$ cat config.mk
export PLATFORM = sky130hd
export DESIGN_NAME = sram_param
export DESIGN_NICKNAME = d
export VERILOG_FILES = /design/src/rtl/sram_pkg.sv /design/src/rtl/sram_clear_seq.sv /design/src/rtl/sram_param.sv
export SDC_FILE = /design/constraint.sdc
export NUM_CORES = 1
export LEC_CHECK = 0
export CORE_MARGIN = 2
export CORE_UTILIZATION = 56
export CTS_BUF_LIST = sky130_fd_sc_hd__clkbuf_8
export DETAILED_ROUTE_END_ITERATION = 7
export GPL_ROUTABILITY_DRIVEN = 0
export PLACE_DENSITY = 0.78
export SLEW_MARGIN = 0
export SYNTH_ARGS = -nofsm -noshare
export SYNTH_HDL_FRONTEND = slang
export SYNTH_SLANG_ARGS = --single-unit
$ cat constraint.sdc
create_clock -name clk -period 2.1 [get_ports clk]
set_input_delay 0.21 -clock clk [delete_from_list [all_inputs] [get_ports clk]]
set_output_delay 0.21 -clock clk [all_outputs]
set_load 0.02 [all_outputs]
$ cat src/rtl/sram_pkg.sv
// Shared types and helpers for the parametrised SRAM.
// Optional parity storage is enabled by defining SRAM_PARITY_EN.
package sram_pkg;

  typedef enum logic [0:0] {
    StClear,
    StIdle
  } sram_state_e;

  function automatic logic even_parity(input logic [63:0] v);
    return ^v;
  endfunction

endpackage

$ cat src/rtl/sram_clear_seq.sv
// Sweep counter for the clear sequencer: restarts on start, advances while active,
// flags the last word of the array.
module sram_clear_seq
  import sram_pkg::*;
#(
  parameter int unsigned ADDR_W = 4,
  parameter int unsigned DEPTH  = 16
) (
  input  logic              clk,
  input  logic              start,
  input  logic              active,
  output logic [ADDR_W-1:0] cnt,
  output logic              done
);

  localparam logic [ADDR_W-1:0] LastIdx = ADDR_W'(DEPTH - 1);

  logic [ADDR_W-1:0] cnt_q, cnt_d;

  always_comb begin
    cnt_d = cnt_q;
    if (start) begin
      cnt_d = '0;
    end else if (active && (cnt_q != LastIdx)) begin
      cnt_d = cnt_q + 1'b1;
    end
  end

  always_ff @(posedge clk) begin
    cnt_q <= cnt_d;
  end

  assign cnt  = cnt_q;
  assign done = (cnt_q == LastIdx);

endmodule

$ cat src/rtl/sram_param.sv
// Parametrised single-port SRAM with registered read, valid strobe and clear-on-reset sweep.
// Defining SRAM_PARITY_EN adds a stored even-parity bit, par_flip and parity_err.
module sram_param
  import sram_pkg::*;
#(
  parameter int unsigned ADDR_W = 4,
  parameter int unsigned DATA_W = 8,
  parameter int unsigned DEPTH  = 16
) (
  input  logic              clk,
  input  logic              rst,
  input  logic              req,
  input  logic              we,
  input  logic [ADDR_W-1:0] addr,
  input  logic [DATA_W-1:0] d_in,
  input  logic              clr,
`ifdef SRAM_PARITY_EN
  input  logic              par_flip,
  output logic              parity_err,
`endif
  output logic              ready,
  output logic [DATA_W-1:0] d_out,
  output logic              d_valid
);

`ifdef SRAM_PARITY_EN
  localparam int unsigned WordW = DATA_W + 1;
`else
  localparam int unsigned WordW = DATA_W;
`endif
  localparam int unsigned IdxW = (DEPTH > 1) ? $clog2(DEPTH) : 1;
  localparam logic [ADDR_W:0] DepthL = (ADDR_W + 1)'(DEPTH);

  sram_state_e state_q, state_d;
  logic [DATA_W-1:0] d_out_q, d_out_d;
  logic              d_valid_q, d_valid_d;

  logic [WordW-1:0] mem [DEPTH];
  logic [WordW-1:0] wr_word, rd_word;
  logic [IdxW-1:0]  wr_idx;
  logic             wr_en;

  logic              idle, clearing, clr_acc, acc, rd_fire, in_range, seq_done;
  logic [ADDR_W-1:0] seq_cnt;

  assign idle     = (state_q == StIdle);
  assign clearing = (state_q == StClear);
  assign clr_acc  = idle & clr & ~rst;
  // clr wins over a simultaneous request
  assign acc      = idle & req & ~clr & ~rst;
  assign rd_fire  = acc & ~we;
  assign in_range = ({1'b0, addr} < DepthL);

  sram_clear_seq #(
    .ADDR_W(ADDR_W),
    .DEPTH (DEPTH)
  ) u_clear_seq (
    .clk   (clk),
    .start (rst | clr_acc),
    .active(clearing),
    .cnt   (seq_cnt),
    .done  (seq_done)
  );

  always_comb begin
    state_d = state_q;
    if (rst) begin
      state_d = StClear;
    end else begin
      unique case (state_q)
        StClear: if (seq_done) state_d = StIdle;
        StIdle:  if (clr) state_d = StClear;
        default: state_d = StClear;
      endcase
    end
  end

  always_comb begin
    wr_en   = 1'b0;
    wr_idx  = addr[IdxW-1:0];
    wr_word = '0;
    if (clearing) begin
      wr_en  = 1'b1;
      wr_idx = seq_cnt[IdxW-1:0];
    end else if (acc && we && in_range) begin
      wr_en = 1'b1;
`ifdef SRAM_PARITY_EN
      wr_word = {even_parity(64'(d_in)) ^ par_flip, d_in};
`else
      wr_word = d_in;
`endif
    end
  end

  always_ff @(posedge clk) begin
    if (wr_en) begin
      mem[wr_idx] <= wr_word;
    end
  end

  assign rd_word = mem[addr[IdxW-1:0]];

  always_comb begin
    d_out_d   = d_out_q;
    d_valid_d = rd_fire;
    if (rst) begin
      d_out_d = '0;
    end else if (rd_fire) begin
      d_out_d = in_range ? rd_word[DATA_W-1:0] : '0;
    end
  end

  always_ff @(posedge clk) begin
    state_q   <= state_d;
    d_out_q   <= d_out_d;
    d_valid_q <= d_valid_d;
  end

`ifdef SRAM_PARITY_EN
  logic parity_err_q, parity_err_d;

  always_comb begin
    parity_err_d = 1'b0;
    if (rd_fire && in_range) begin
      parity_err_d = even_parity(64'(rd_word[DATA_W-1:0])) ^ rd_word[DATA_W];
    end
  end

  always_ff @(posedge clk) begin
    parity_err_q <= parity_err_d;
  end

  assign parity_err = parity_err_q;
`endif

  assign ready   = idle;
  assign d_out   = d_out_q;
  assign d_valid = d_valid_q;

endmodule

==> results of run 1 <==
[flip-flops by register name, summed over array words and instances (netlist names)]
name / count
mem: 128
d_out: 8
u_clear_seq.cnt: 4
d_valid: 1
ready: 1
[cells by family after synthesis]
| group | Yosys count | synth area share (%) |
|---|---|---|
| mux | 37 | 14.4 |
| xor+xnor | 1 | 0.155 |
| flops | 142 | 73.2 |
| buf+inv | 19 | 1.84 |
| fa+ha+maj | 1 | 0.222 |
| compound gates | 38 | 4.71 |
| simple gates | 60 | 5.51 |
[per-stage QoR]
| step | setup WS [ns] | instances | utilization [%] | power [uW] |
|---|---|---|---|---|
| 6_report | 0.226 | 510 | 68.9 | 5710 |
| 5_1_grt | 0.147 | 510 | 68.9 | 5900 |
| 3_3_place_gp | 0.0782 | 478 | 64.5 | 3480 |
| 3_5_place_dp | 0.0213 | 478 | 64.5 | 3490 |
| 2_1_floorplan | -0.102 | 298 | - | 3370 |
| 4_1_cts | 0.199 | 510 | 68.9 | 5760 |
[worst min path at each step]
stage                     to  depth (start not counted)     start
floorplan           d_out[2]                          3        we
global placement    d_out[4]                          2  d_out[4]
detailed placement  d_out[2]                          2  d_out[2]
CTS                 d_out[2]                          2  d_out[2]
global route        d_out[3]                          2  d_out[3]
finish              d_out[2]                          2  d_out[2]
[report_power, final]
group | total (uW) | internal [uW] | leakage, uW | switching [uW]
combinational | 299 | 148 | 0.000761 | 152
clock | 2280 | 1290 | 0.000215 | 992
sequential | 3130 | 3110 | 0.00112 | 23.9
total | 5710 | 4550 | 0.00209 | 1170
[critical path, delay by kind of cell, from the launching register on]
| kind | cells | cell delay, ns |
|---|---|---|
| buf+inv | 2 | 0.85 |
| flops | 1 | 0.39 |
[cell type report]
type | instances | area, um^2 | share of cell area (%)
Timing Repair Buffer | 61 | 581 | 8.62
Inverter | 5 | 18.8 | 0.279
Clock buffer | 17 | 234 | 3.47
Multi-Input combinational cell | 137 | 1420 | 21.0
Tap cell | 133 | 166 | 2.47
Sequential cell | 142 | 4120 | 61.2
Clock inverter | 15 | 196 | 2.92
[per-layer routing]
metal	up-vias	share of wire (%)	track usage (%)
met5	-	0	0
met4	0	1.8	8.11
met3	22	7.7	6.52
met2	144	47	32.5
met1	1494	43	32.0
li1	1345	-	-
[placed cells by master (no fill, tap or decap), drive strengths merged, types with 4 or more instances in the layout]
cell | netlist | routed
dfxtp | 14 | 14
clkinv | 0 | 7
a31oi | 12 | 12
mux4 | 32 | 32
nor2 | 21 | 21
nor3b | 7 | 7
nand2b | 6 | 6
clkdlybuf4s50 | 0 | 25
a21o | 5 | 5
nand2 | 11 | 11
o22ai | 4 | 4
o22a | 4 | 4
buf | 8 | 36
bufinv | 0 | 4
edfxtp | 128 | 128
o21ai | 4 | 4
clkbuf | 6 | 17
mux2 | 4 | 4
o211ai | 4 | 4
and2 | 8 | 8
inv | 5 | 7
==> flow_summary_export.csv, run 1 <==
group,metric,value,unit
synthesis,yosysWarnings,0,
synthesis,syn-instance-count,298,
min_path,min_path_type,"reg2reg",
setup_path,end_kind,"primary output",
setup_path,start_kind,"flop",
clock_network,clock_latency,0.43,ns
global_routing,antenna_found_initial,0,
synthesis,yosys.cell_types.count,37,
drt,ant_nets,0,
synthesis,yosysTopAreaCellShare,68.2,%
synthesis,synth_commonest_cells,"128 x edfxtp_1, 23 x mux4_2, 21 x nor2_1, 14 x dfxtp_1, 12 x a31oi_1",
setup_path,crit_start,"ready",
clock_network,cts_setup_buffers,0,
setup_path,required,1.89,ns
final_layout,fin_nets,382,
synthesis,ys_seq_elements,142,
sta,min_period,1.87,ns
synthesis,yosysTopAreaCell,"edfxtp_1",
power,ir_drop,443,uV
floorplan,die_h,104,um
final_layout,area_growth,19.5,%
setup_path,ff2ff_setup_slack,0.29,ns
floorplan,start_util,57.6,%
drt,drt-total-wl,11.2,mm
drt,dr.pass1.iters,7,
drt,drt_iter0_markers,309,
clock_network,ctsResizeCount,0,
sta,timing.hold.ws,0.484,ns
synthesis,ys_seq_area_share,73.2,%
clock_network,cts_tree,"yes",
sta,report.final.slew_viol_count,0,
sta,hold_viol,0,
floorplan,dieArea,10900,um^2
setup_path,crit_path_top_delay_cell,"clkdlybuf4s50_1",
sta,finalSetupViolations,0,
setup_path,cp_max_fo,14,
clock_network,clkSinkCount,142,
setup_path,r2r_cells,6,
final_layout,nFillCells,629,
final_layout,drive_above_1_share,26.3,%
status,status,"complete, no violations",
placed_design,dpl_cell_area,6300,um^2
floorplan,core_area,9770,um^2
drt,via_count,3005,
final_layout,fin_area,6740,um^2
synthesis,synthArstFlopShare,0,%
synthesis,synth_edf_count,128,
setup_path,critical_path_class,"reg2out",
clock_network,path_clk_slew,0.08,ns
global_routing,grt_overflow,0,
synthesis,ys_top_cells_by_area,"edfxtp_1 68%, mux4_2 9.2%, dfxtp_1 5.0%, mux4_1 4.2%, nor2_1 1.4%",
synthesis,yosys.cell_count.top_type,"edfxtp_1",
clock_network,cts_max_level,4,
sta,worst_clock_skew,0.00739,ns
sta,worstMarginPinSlew,0.518,ns
floorplan,fp.dieW,104,um
clock_network,root_buffer,"clkbuf_8",
clock_network,cts_made_buffers,17,
power,power.leakage,0.00209,uW
synthesis,netlist_area,5630,um^2
placed_design,dp_hpwl,7.45,mm
sta,min_period_over_period,89.3,%
global_routing,grt_max_degree,36,
final_layout,diodes,0,
setup_path,r2r-start,"ready",
clock_network,cts_buffer_depth,2,
setup_path,crit_chain,"buf_4 > clkdlybuf4s50_1",
setup_path,worstPathArrival,1.66,ns
run,maxCapViolCount,0,
drt,viasPerCell,5.89,
clock_network,cts_hold_buf,0,
sta,tns,0,ns
global_routing,grt_pass1_vias,3050,
setup_path,rr_endpoint,"mem[13][3]",
synthesis,synth_nets,316,
sta,rsz0062_at_grt,"no",
sta,timing.max_slew.rel_slack,65.3,%
synthesis,synth-main-ff-cell,"edfxtp_1",
global_routing,grt_pass1_wl,17.6,mm
setup_path,crit_end,"ready",
placed_design,io_buffer_count,26,
drt,routedWlPerCell,21.9,um
synthesis,syn_avg_cell_area,18.9,um^2
floorplan,rows,36,
sta,max_freq,533,MHz
setup_path,critPathMaxStageDelay,0.63,ns
floorplan,io_pins,27,
power,power.density,848,nW/um^2
global_routing,gr-usage-all-layers,22.2,%
drt,remaining_drc_errors,0,
No activity file was read; power rests on OpenSTA's default activity.
==> inputs of run 2 (changes only) <==
CAP_MARGIN = 20   (was default)
CORE_UTILIZATION = 65   (was 56)
PLACE_DENSITY = 0.85   (was 0.78)
clock period = 2.38 ns   (was 2.1 ns; I/O delays follow)
==> flow_summary_export.csv, run 2 (same netlist as run 1, synthesis figures left out) <==
group,metric,value,unit
global_routing,grt_max_degree,21,
global_routing,antenna_found_initial,0,
drt,drt_iter0_markers,482,
placed_design,io_buffer_count,26,
sta,worstMarginPinSlew,0.906,ns
setup_path,critical_path_class,"reg2reg",
floorplan,fp.dieW,97.1,um
floorplan,core_area,8300,um^2
power,ir_drop,579,uV
clock_network,root_buffer,"clkbuf_8",
global_routing,grt_pass1_wl,17.8,mm
sta,timing.hold.ws,0.476,ns
global_routing,met2_usage,41.2,%
final_layout,fin_nets,375,
sta,rsz0062_at_grt,"no",
final_layout,stdcell_count,475,
clock_network,path_clk_slew,0.07,ns
clock_network,cts_hold_buf,0,
sta,hold_viol,0,
global_routing,gr-usage-all-layers,26.3,%
setup_path,crit_start,"u_clear_seq.cnt[2]",
placed_design,dpl_cell_area,6150,um^2
power,p_sw,1050,uW
floorplan,io_pins,27,
final_layout,nFillCells,410,
global_routing,grt_use_met3,8.63,%
clock_network,cts_max_level,4,
power,power.density,767,nW/um^2
placed_design,dp_hpwl,7.65,mm
drt,viasPerCell,6.56,
sta,min_period,2.30,ns
final_layout,drive_above_1_share,24.3,%
power,power.leakage,0.00202,uW
min_path,hold_start,"d_out[3]",
power,comb_power_share,5.0,%
setup_path,required,2.43,ns
clock_network,cts_setup_buffers,0,
floorplan,die_h,97.1,um
clock_network,cts_tree,"yes",
sta,worst_clock_skew,0.00980,ns
final_layout,largest_register_ffs,128,
floorplan,start_util,67.9,%
placed_design,place_ws,-0.0136,ns
setup_path,start_kind,"flop",
final_layout,final_cell_mix,"128 x edfxtp_1, 28 x buf_4, 25 x clkdlybuf4s50_1, 23 x mux4_2, 21 x nor2_1",
power,seq_power_share,54.8,%
setup_path,end_kind,"flop",
power,switching_share,20.8,%
final_layout,diodes,0,
setup_path,cp_max_fo,8,
power,p_int,4000,uW
clock_network,cts_buffer_depth,2,
global_routing,grt_pass1_vias,3178,
status,status,"complete, no violations",
global_routing,met1_usage,35.2,%
sta,setup_ws,0.0808,ns
min_path,min_path_type,"reg2reg",
drt,routedWlPerCell,24.3,um
final_layout,fin_area,6580,um^2
placed_design,dp_cells,443,
sta,timing.max_slew.rel_slack,39.4,%
power,pwr-share-clk,40.2,%
clock_network,cts_made_buffers,17,
final_layout,post-route-util,79.3,%
final_layout,regMostFlops,"mem",
floorplan,dieArea,9430,um^2
sta,report.final.slew_viol_count,0,
drt,via_count,3115,
setup_path,worstPathArrival,2.35,ns
drt,drt-total-wl,11.6,mm
clock_network,clkSinkCount,142,
global_routing,grt_overflow,0,
clock_network,clock_latency,0.43,ns
floorplan,rows,33,
global_routing,busiest_layer,"met2",
run,maxCapViolCount,0,
final_layout,area_growth,16.8,%
drt,remaining_drc_errors,0,
sta,max_freq,435,MHz
final_layout,final_common_cell,"edfxtp_1",
setup_path,r2r-start,"u_clear_seq.cnt[2]",
clock_network,ctsResizeCount,0,
drt,ant_nets,0,
drt,dr.pass1.iters,7,
sta,min_period_over_period,96.6,%
sta,finalSetupViolations,0,
run 2: cell count changes in the layout (fill, tap and decap cells not counted), sizes merged:
cell / change
clkinvlp: +2
buf: -7
clkinv: -2
run 2: final timing paths:
kind	endpoint	slack (ns)	cells after the start
min reg2reg	d_out[3]	0.48	2
min	d_out[3]	0.48	2
max reg2reg	mem[6][0]	0.08	4
max	mem[6][0]	0.08	4
run 2: per-layer routing:
layer  wire length [um]  up-vias
met2               5620      231
met1               4370     1515
met5                  0        -
met3               1210       34
li1                   -     1335
met4                357        0
run 2: through the flow:
| step | TNS, ns | total power, uW |
|---|---|---|
| 2_1_floorplan | 0 | 2970 |
| 3_3_place_gp | 0 | 3050 |
| 3_5_place_dp | -0.145 | 3070 |
| 4_1_cts | 0 | 5060 |
| 5_1_grt | 0 | 5200 |
| 6_report | 0 | 5050 |
run 2: critical path: stages, from the launching register on:
cell     delay, ns
dfxtp_1       0.47
nor2b_1       0.33
nor2b_1       0.29
a31oi_1       0.14
nor2_1        0.71
run 2: power by group through the flow:
stage / Clock, uW / Combinational (uW) / Sequential [uW]
3_5_place_dp: 0 / 247 / 2820
4_1_cts: 2040 / 250 / 2760
3_3_place_gp: 0 / 240 / 2810
6_report: 2030 / 253 / 2770
5_1_grt: 2160 / 269 / 2770
2_1_floorplan: 0 / 164 / 2810
run 2: layout make-up:
type                    instances  area (um^2)  share of cell area [%]
multi-input cells             137         1410                    21.5
inverters                       5         18.8                   0.285
clock buffers                  17          234                    3.55
repair buffers                 54          465                    7.07
flip-flops and latches        142         4120                    62.6
clock inverters                15          196                    2.98
well taps                     105          131                    2.00
==> inputs of run 3 (changes only) <==
CTS_CLUSTER_SIZE = 25   (was default)
SLEW_MARGIN = 10   (was 0)
==> results of run 3 <==
The final DEF is identical to that of run 2; final timing and power are the same.
